===== src/rtl/ysyx_25040105_mcctrl_pkg.sv =====
//------------------------------------------------------------------------------
// Module   : ysyx_25040105_mcctrl_pkg
// Purpose  : Shared definitions for the multi-cycle controller: state
//            enumeration, state width and the default memory timeout.
// Revision : 1.0 - initial release
//------------------------------------------------------------------------------
`default_nettype none
`timescale 1ns/1ps

package ysyx_25040105_mcctrl_pkg;

  localparam int STATE_W         = 4;
  localparam int TIMEOUT_DEFAULT = 255;

  typedef enum logic [STATE_W-1:0] {
    S_IDLE     = 4'd0,
    S_IF_REQ   = 4'd1,
    S_IF_WAIT  = 4'd2,
    S_ID       = 4'd3,
    S_EX       = 4'd4,
    S_MEM_REQ  = 4'd5,
    S_MEM_WAIT = 4'd6,
    S_WB       = 4'd7,
    S_HALT     = 4'd8
  } state_t;

  // States in which a memory transaction is outstanding and the wait
  // timer advances.
  function automatic logic is_mem_phase(input state_t s);
    return (s inside {S_IF_REQ, S_IF_WAIT, S_MEM_REQ, S_MEM_WAIT});
  endfunction

endpackage

`default_nettype wire


===== src/rtl/ysyx_25040105_mcctrl_wait_timer.sv =====
//------------------------------------------------------------------------------
// Module   : ysyx_25040105_wait_timer
// Purpose  : Clearable cycle counter for one memory phase. at_limit is high
//            during the LIMIT-th cycle of the phase, i.e. the last cycle in
//            which the transaction may still complete.
// Ports    : clk, rst (async, active-low), clear (restart at 0),
//            inc (count this cycle), at_limit (limit cycle flag)
// Revision : 1.0 - initial release
//------------------------------------------------------------------------------
`default_nettype none
`timescale 1ns/1ps

module ysyx_25040105_wait_timer #(
  parameter int LIMIT = 255
) (
  input  logic clk,
  input  logic rst,
  input  logic clear,
  input  logic inc,
  output logic at_limit
);

  // Wide enough to hold LIMIT itself: the counter steps once more on the
  // cycle the phase is left.
  localparam int CNT_W = (LIMIT < 1) ? 1 : $clog2(LIMIT + 1);

  logic [CNT_W-1:0] cnt;

  always_ff @(posedge clk or negedge rst) begin
    if (!rst) begin
      cnt <= '0;
    end else if (clear) begin
      cnt <= '0;
    end else if (inc) begin
      cnt <= cnt + CNT_W'(1);
    end
  end

  // cnt holds the number of cycles already spent in the phase, so the
  // current cycle is the LIMIT-th one when cnt == LIMIT-1.
  assign at_limit = (cnt == CNT_W'(LIMIT - 1));

endmodule

`default_nettype wire


===== src/rtl/ysyx_25040105_mcctrl.sv =====
//------------------------------------------------------------------------------
// Module   : ysyx_25040105_mcctrl
// Purpose  : Multi-cycle CPU controller sequencing fetch, decode, execute,
//            data-memory access and write-back, with per-phase memory
//            timeout and a retired-instruction counter.
// Ports    : clk, rst (async, active-low)
//            imem_req/imem_ready/imem_rvalid  - instruction memory handshake
//            dec_mem_rd/dec_mem_wr/dec_reg_wen/dec_illegal - decoder info
//            dmem_req/dmem_we/dmem_ready/dmem_rvalid - data memory handshake
//            inst_wen/rf_wen/pc_wen - datapath strobes
//            halted/fault/instret/state - status and debug
// Revision : 1.0 - initial release
//------------------------------------------------------------------------------
`default_nettype none
`timescale 1ns/1ps

module ysyx_25040105_mcctrl
  import ysyx_25040105_mcctrl_pkg::*;
#(
  parameter int TIMEOUT = TIMEOUT_DEFAULT
) (
  input  logic                clk,
  input  logic                rst,
  output logic                imem_req,
  input  logic                imem_ready,
  input  logic                imem_rvalid,
  input  logic                dec_mem_rd,
  input  logic                dec_mem_wr,
  input  logic                dec_reg_wen,
  input  logic                dec_illegal,
  output logic                dmem_req,
  output logic                dmem_we,
  input  logic                dmem_ready,
  input  logic                dmem_rvalid,
  output logic                inst_wen,
  output logic                rf_wen,
  output logic                pc_wen,
  output logic                halted,
  output logic                fault,
  output logic [31:0]         instret,
  output logic [STATE_W-1:0]  state
);

  state_t      state_q;
  state_t      state_d;
  logic        at_limit;
  logic        timer_clear;
  logic        timer_inc;
  logic        timeout_halt;
  logic        fault_q;
  logic [31:0] instret_q;

  // The timer restarts on entry to each request state and keeps running
  // through the matching wait state, so one budget covers a whole phase.
  assign timer_inc   = is_mem_phase(state_q);
  assign timer_clear = ((state_d == S_IF_REQ)  && (state_q != S_IF_REQ)) ||
                       ((state_d == S_MEM_REQ) && (state_q != S_MEM_REQ));

  ysyx_25040105_wait_timer #(
    .LIMIT (TIMEOUT)
  ) u_wait_timer (
    .clk      (clk),
    .rst      (rst),
    .clear    (timer_clear),
    .inc      (timer_inc),
    .at_limit (at_limit)
  );

  // State register
  always_ff @(posedge clk or negedge rst) begin
    if (!rst) begin
      state_q <= S_IDLE;
    end else begin
      state_q <= state_d;
    end
  end

  // Next-state logic. A phase completes only on rvalid; an accepted request
  // without data still counts against the budget. Completion is tested
  // before the limit so a response on the last allowed cycle wins.
  always_comb begin
    state_d      = state_q;
    timeout_halt = 1'b0;
    unique case (state_q)
      S_IDLE: state_d = S_IF_REQ;
      S_IF_REQ: begin
        if (imem_ready && imem_rvalid) begin
          state_d = S_ID;
        end else if (at_limit) begin
          state_d      = S_HALT;
          timeout_halt = 1'b1;
        end else if (imem_ready) begin
          state_d = S_IF_WAIT;
        end
      end
      S_IF_WAIT: begin
        if (imem_rvalid) begin
          state_d = S_ID;
        end else if (at_limit) begin
          state_d      = S_HALT;
          timeout_halt = 1'b1;
        end
      end
      S_ID: state_d = dec_illegal ? S_HALT : S_EX;
      S_EX: state_d = (dec_mem_rd || dec_mem_wr) ? S_MEM_REQ : S_WB;
      S_MEM_REQ: begin
        if (dmem_ready && dmem_rvalid) begin
          state_d = S_WB;
        end else if (at_limit) begin
          state_d      = S_HALT;
          timeout_halt = 1'b1;
        end else if (dmem_ready) begin
          state_d = S_MEM_WAIT;
        end
      end
      S_MEM_WAIT: begin
        if (dmem_rvalid) begin
          state_d = S_WB;
        end else if (at_limit) begin
          state_d      = S_HALT;
          timeout_halt = 1'b1;
        end
      end
      S_WB:    state_d = S_IF_REQ;
      S_HALT:  state_d = S_HALT;
      default: state_d = S_HALT;
    endcase
  end

  // Outputs: Moore decode of the current state, except inst_wen which
  // follows the fetch response within the completing cycle.
  always_comb begin
    imem_req = 1'b0;
    inst_wen = 1'b0;
    dmem_req = 1'b0;
    dmem_we  = 1'b0;
    rf_wen   = 1'b0;
    pc_wen   = 1'b0;
    halted   = 1'b0;
    unique case (state_q)
      S_IF_REQ: begin
        imem_req = 1'b1;
        inst_wen = imem_ready && imem_rvalid;
      end
      S_IF_WAIT: inst_wen = imem_rvalid;
      S_MEM_REQ: begin
        dmem_req = 1'b1;
        dmem_we  = dec_mem_wr;
      end
      S_WB: begin
        // Stores have no register result even if the decoder flags rd.
        rf_wen = dec_reg_wen && !dec_mem_wr;
        pc_wen = 1'b1;
      end
      S_HALT:  halted = 1'b1;
      default: ;
    endcase
  end

  // Status registers
  always_ff @(posedge clk or negedge rst) begin
    if (!rst) begin
      fault_q   <= 1'b0;
      instret_q <= '0;
    end else begin
      if (timeout_halt) begin
        fault_q <= 1'b1;
      end
      if (state_q == S_WB) begin
        instret_q <= instret_q + 32'd1;
      end
    end
  end

  assign fault   = fault_q;
  assign instret = instret_q;
  assign state   = state_q;

endmodule

`default_nettype wire

===== config.mk =====
export PLATFORM = sky130hd
export DESIGN_NAME = ysyx_25040105_mcctrl
export DESIGN_NICKNAME = d
export VERILOG_FILES = /design/src/rtl/ysyx_25040105_mcctrl_pkg.sv /design/src/rtl/ysyx_25040105_mcctrl_wait_timer.sv /design/src/rtl/ysyx_25040105_mcctrl.sv
export SDC_FILE = /design/constraint.sdc
export NUM_CORES = 1
export LEC_CHECK = 0
export CORE_MARGIN = 2
export CORE_UTILIZATION = 46
export CTS_CLUSTER_SIZE = 16
export DETAILED_ROUTE_END_ITERATION = 8
export PLACE_DENSITY = 0.73
export SLEW_MARGIN = 20
export SYNTH_ARGS = -nofsm -noshare
export SYNTH_HDL_FRONTEND = slang
export SYNTH_SLANG_ARGS = --single-unit

===== constraint.sdc =====
create_clock -name clk -period 1.4 [get_ports clk]
set_input_delay 0.35 -clock clk [delete_from_list [all_inputs] [get_ports clk]]
set_output_delay 0.35 -clock clk [all_outputs]
set_load 0.01 [all_outputs]

Yosys cells after proc, flatten, opt, wreduce, memory -nomap -nowiden
Index checks and enable logic that the tools add are counted.
{"block": "classes", "add_sub_neg": 2, "n_mul": 0, "n_div": 0, "n_lt_le_gt_ge": 0, "n_eq_ne": 13, "shifts": 0, "muxes": 27, "n_bitwise": 0, "reduce_logical": 12}
{"op": "$mux 4", "n": 10}
{"op": "$add 32x1->32 const B", "n": 1}
{"op": "$pmux 4 s7", "n": 1}
{"op": "$eq 4x3->1 const B", "n": 5}
{"op": "$mux 8", "n": 2}
{"op": "$mux 1", "n": 11}
{"op": "$add 8x1->8 const B", "n": 1}
{"op": "$eq 4x1->1 const B", "n": 2}
{"op": "$eq 4x2->1 const B", "n": 2}
{"op": "$eq 8x8->1 const B", "n": 1}
{"op": "$logic_and 1x1->1", "n": 5}
{"op": "$eq 4x4->1 const B", "n": 1}
{"op": "$logic_not 4->1", "n": 1}
{"op": "$ne 4x1->1 const B", "n": 1}
{"op": "$ne 4x3->1 const B", "n": 1}
{"op": "$pmux 1 s4", "n": 1}
{"op": "$reduce_bool 4->1", "n": 1}
{"op": "$logic_or 1x1->1", "n": 2}
{"op": "$mux 2", "n": 1}
{"op": "$pmux 1 s2", "n": 1}
{"op": "$reduce_bool 2->1", "n": 1}
{"op": "$reduce_or 2->1", "n": 1}
{"op": "$logic_not 1->1", "n": 1}
{"block": "totals", "ff_bits": 45, "latchBits": 0, "ram_bits": 0, "romBits": 0, "inputBits": 10, "word_cells": 58, "n_memories": 0}

Depth between registers and ports, before layout
Gate-level depths: netlist of the first run.
{"block": "logic_depth", "depth_word": 8, "ltp_mapped": 6}

Modules after synthesis
A second synthesis of the first run with hierarchy kept.
{"block": "unflattened", "cells_unflattened": 225, "area_unflattened_um2": 2341.0}
{"mod": "ysyx_25040105_mcctrl", "instances": 1, "cells_each": 184, "area_per_inst_um2": 1930.6, "seq_area_each_um2": 925.9}
{"mod": "ysyx_25040105_wait_timer", "instances": 1, "cells_each": 41, "area_per_inst_um2": 410.4, "seq_area_each_um2": 200.2}

Worst setup path before layout of the first run
No wires, ideal clock.
{"block": "synth_path", "path_type": "register -> output", "startpoint": "register state_q[1], in the netlist state[1]", "endpoint": "output port inst_wen", "arrival_ps": 1312, "path_slack_ps": -262, "stages_incl_launch_ff": 5, "path_buffers": 1, "cell_sequence": "dfrtp_1 > buf_2 > nand3b_1 > a211oi_1 > and2_1"}
{"block": "synth_via", "elab_chain_len": 2, "elab_cells_between_ends": 3, "cone_classes": "eq/ne: 2; mux: 1"}
{"element": "start, declared", "line": "ysyx_25040105_mcctrl.sv:44", "rtl": "state_t state_q;"}
{"element": "start signal, assigned", "line": "ysyx_25040105_mcctrl.sv:74", "rtl": "state_q <= state_d;"}
{"element": "$eq 4x2->1 / $eq 4x1->1 (equally long branches)", "line": "ysyx_25040105_mcctrl.sv:140", "rtl": "unique case (state_q)"}
{"element": "$pmux 1 s2 (*)", "line": "ysyx_25040105_mcctrl.sv:140"}
{"element": "end, declared", "line": "ysyx_25040105_mcctrl.sv:35", "rtl": "output logic inst_wen,"}
Mark *: on every way between the ends. The rest lies on a longest branch, timed or not.

Worst setup path after layout of the first run
{"block": "layout_path", "startpoint": "register state_q[0], in the netlist state[0]", "endpoint": "register instret_q[26], in the netlist instret[26]"}
{"block": "layout_via", "elab_chain_len": 1}
{"element": "$eq 4x3->1", "line": "ysyx_25040105_mcctrl.sv:169", "rtl": "if (state_q == S_WB) begin"}
{"element": "end signal, assigned", "line": "ysyx_25040105_mcctrl.sv:170", "rtl": "instret_q <= instret_q + 32'd1;"}
{"element": "end, declared", "line": "ysyx_25040105_mcctrl.sv:51", "rtl": "logic [31:0] instret_q;"}
Every way passes these cells.
A chain may end at the register's enable or synchronous reset.

==> flow_summary.yaml, run 1 <==
status:
  status: "finished with violations"
  violations: "negative setup slack"
clock_tree:
  insertion_delay_ns: 0.31
  cts_num_sinks: 45
  clockBufferDepth: 2
  tritoncts: "built"
  clk_root_buffer_cell: "sky130_fd_sc_hd__clkbuf_8"
  tritoncts.num_buffers: 5
  clk_transition_reported_paths_ns: 0.09
  cts-htree-levels: 2
synthesis:
  synth-warning-count: 0
  synth_fp_nets: 242
  synth_enable_flop_cells: 0
  netlist.top_cell.by_area: "sky130_fd_sc_hd__dfrtp_1"
  syn-instance-count: 229
  yosysTopAreaCellShare_pct: 45.5
  proportion_of_synthesized_chip_area_in_sequential_cells_pct: 45.5
  netlist_top_cells_area: "sky130_fd_sc_hd__dfrtp_1 (45%), sky130_fd_sc_hd__xor2_1 (7.1%), sky130_fd_sc_hd__xnor2_1 (6.4%), sky130_fd_sc_hd__nand4_4 (2.6%), sky130_fd_sc_hd__nor4_2 (2.5%)"
  postSynthRegisterBits: 45
  post_synth_instance_area_um2: 2480
  syn_area_per_cell_um2: 10.8
  async_flop_share_pct: 100
  postSynth.topFlopCell: "sky130_fd_sc_hd__dfrtp_1"
  ys_types: 48
finish:
  fillers: 199
  area_delta_synth_final_pct: 89.3
  drive_gt1_share_pct: 60.4
  final-seq-area_um2: 1130
  most_frequent_standard_cell_in_the_layout_excluding_fill_and_tap_cells: "sky130_fd_sc_hd__buf_4"
  layout.nets: 417
  finalNonFillerCells: 474
  combined_area_of_the_multi_input_logic_cells_um2: 1780
  finalCoreUtilization_pct: 91.2
  layout_common_cells: "sky130_fd_sc_hd__buf_4 (86), sky130_fd_sc_hd__buf_6 (43), sky130_fd_sc_hd__dfrtp_1 (40)"
  antennaDiodeCount: 0
  fin_area_um2: 4690
sta:
  final_max_slew_viol_count: 0
  finalHoldViolCount: 0
  setup-tns-final_ns: -19.03
  unrepaired_setup_endpoints_after_global_routing: "yes"
  setup_viol: 54
  max_freq_ghz: 0.514
  maxSlewHeadroom_pct: 75.6
  period_share_pct: 139
  timing.final.ws_setup_ns: -0.545
  whs_ns: 0.473
  final_worst_path_period_need_ns: 1.94
  fin_skew_ns: 0.0120
  worst_slew_pin_slew_ns: 0.364
worst_setup_path:
  worst-endpoint-required_ns: 1.63
  critPathLaunchType: "flip-flop"
  critPathMaxFanout: 5
  worst_setup_path_end_kind: "flip-flop"
  worstPathArrival_ns: 2.18
  critPathKind: "flip-flop to flip-flop"
drt:
  number_of_vias_in_the_routed_layout: 2748
  drt.antenna.violating_nets: 0
  drt-wirelength-per-cell_um: 21.8
  via_per_inst: 5.80
  dr.first_iter.drc_count: 178
  drcViolationCount: 0
  drt_pre_antenna_iters: 4
  routed_wl_um: 10300
placement:
  dpl.cell_count: 425
  post_dp_cell_area_um2: 3710
  gp_routability_congestion: 0.942
  buffer_ports.inserted: 53
  pre_cts_slack_ns: -0.800
  detailed_place_hpwl_um: 4580
floorplanning:
  num_io_pins: 54
  core_area_um2: 5140
  dieWidth_um: 77.4
  total_die_area_um2: 5990
  die_height_um: 77.4
  placementRows: 26
  initial_core_util_pct: 48.2
power_and_ir_drop:
  leakage_nw: 2.52
  power.net_switching_mw: 1.92
  p_comb_share_pct: 54.5
  switching_share_pct: 36.6
  report.power.total_mw: 5.26
  internal_power_mw: 3.34
  p_per_area_nw_per_um2: 1120
  ir_worst_vdd_mv: 1.39
  power.clock.fraction_pct: 16.5
  seqPwrFrac_pct: 29.0
global_route:
  grt_antenna_before_repair: 0
  grt.overflow.total: 0
  grt_pass1_wl_um: 14600
  track_usage_pct: 31.4
  number_of_global_route_vias_before_repair: 2807
  grt_max_degree: 35
worst_hold_path:
  hold_path.class: "input port to asynchronous set/reset pin"
flow_run:
  maxCapViolations: 0
[routing by layer]
layer | share of wire [%] | up-vias | track usage [%]
met5 | 0 | - | 0
met4 | 4.6 | 0 | 11.4
met3 | 6.3 | 41 | 3.84
met2 | 52 | 156 | 57.2
met1 | 37 | 1373 | 38.0
li1 | - | 1178 | -
[final cells by class]
cell class | instances | share of cell area, %
Clock buffer | 6 | 1.76
Clock inverter | 1 | 0.160
Inverter | 7 | 0.560
Multi-Input combinational cell | 168 | 37.9
Sequential cell | 45 | 24.2
Tap cell | 70 | 1.87
Timing Repair Buffer | 177 | 33.6
[power by group through the flow]
stage | Clock (mW) | Sequential (mW) | Combinational, mW
5_1_grt | 0.913 | 1.53 | 2.99
4_1_cts | 0.837 | 1.52 | 2.24
3_3_place_gp | 0 | 1.55 | 1.66
2_1_floorplan | 0 | 1.59 | 0.817
6_report | 0.869 | 1.52 | 2.87
3_5_place_dp | 0 | 1.55 | 1.70
[worst paths after layout]
check	slack, ns	cells after the start	startpoint	endpoint
worst min register to register	0.48	1	instret[31]	instret[31]
worst max register to register	-0.54	9	state[0]	instret[26]
min in group clk	0.48	1	instret[31]	instret[31]
max in group asynchronous	0.42	3	rst	state[1]
worst min-delay path	0.47	2	rst	instret[24]
worst max-delay path	-0.54	9	state[0]	instret[26]
[sequential cells by signal, summed over array words and instances, names as in the netlist]
name and cells:
fault 1, instret 32, state 4, u_wait_timer.cnt 8
[cells by family (layout without fill, tap and decap cells)]
kind of cell | count (synthesis) | count (layout) | share of synthesized area (%)
and+or+nand+nor | 97 | 98 | 26.9
DFF | 45 | 45 | 45.5
xor gates and xnor gates | 39 | 39 | 14.1
AOI/OAI and AO/OA | 27 | 27 | 7.83
buffers and inverters | 17 | 191 | 3.69
adders and majority gates | 3 | 3 | 1.52
muxes | 1 | 1 | 0.455
[synthesized netlist by cell type, types with 3 or more instances]
cell	count
sky130_fd_sc_hd__dfrtp_1	45
sky130_fd_sc_hd__xor2_1	20
sky130_fd_sc_hd__xnor2_1	18
sky130_fd_sc_hd__nand2_1	15
sky130_fd_sc_hd__nor2_1	12
sky130_fd_sc_hd__a21oi_1	11
sky130_fd_sc_hd__nand3_1	11
sky130_fd_sc_hd__nor3_1	10
sky130_fd_sc_hd__inv_1	7
sky130_fd_sc_hd__and4_1	6
sky130_fd_sc_hd__nand4_1	6
sky130_fd_sc_hd__nor4_1	5
sky130_fd_sc_hd__nor4_2	5
sky130_fd_sc_hd__and2_1	4
sky130_fd_sc_hd__buf_2	4
sky130_fd_sc_hd__nor4b_2	4
sky130_fd_sc_hd__ha_1	3
sky130_fd_sc_hd__nand4_4	3
sky130_fd_sc_hd__o21ai_0	3
[worst max-delay path, stage by stage (launching register included)]
cell	delay, ns
sky130_fd_sc_hd__dfrtp_2	0.40
sky130_fd_sc_hd__buf_6	0.12
sky130_fd_sc_hd__and4b_1	0.23
sky130_fd_sc_hd__buf_6	0.13
sky130_fd_sc_hd__buf_6	0.12
sky130_fd_sc_hd__buf_12	0.11
sky130_fd_sc_hd__nand4_4	0.11
sky130_fd_sc_hd__buf_12	0.17
sky130_fd_sc_hd__nor4b_4	0.29
sky130_fd_sc_hd__xor2_1	0.19
[repair_timing]
action / 4_1_cts / 5_1_grt
hold buffers: 1 / 0
endpoints found under the setup margin: 88 / 65
endpoints found under the hold margin: 11 / 0
setup buffers: 35 / 21
gates resized for setup: 232 / 50
pin swaps: 58 / 33
gates cloned: 1 / 0
Power figures use the tool's default switching activity.
==> inputs of run 2 (changes only) <==
HOLD_SLACK_MARGIN = 0.15   (was not set)
==> results of run 2 <==
Same layout as run 1: the final DEF is identical, and so are final timing and power.
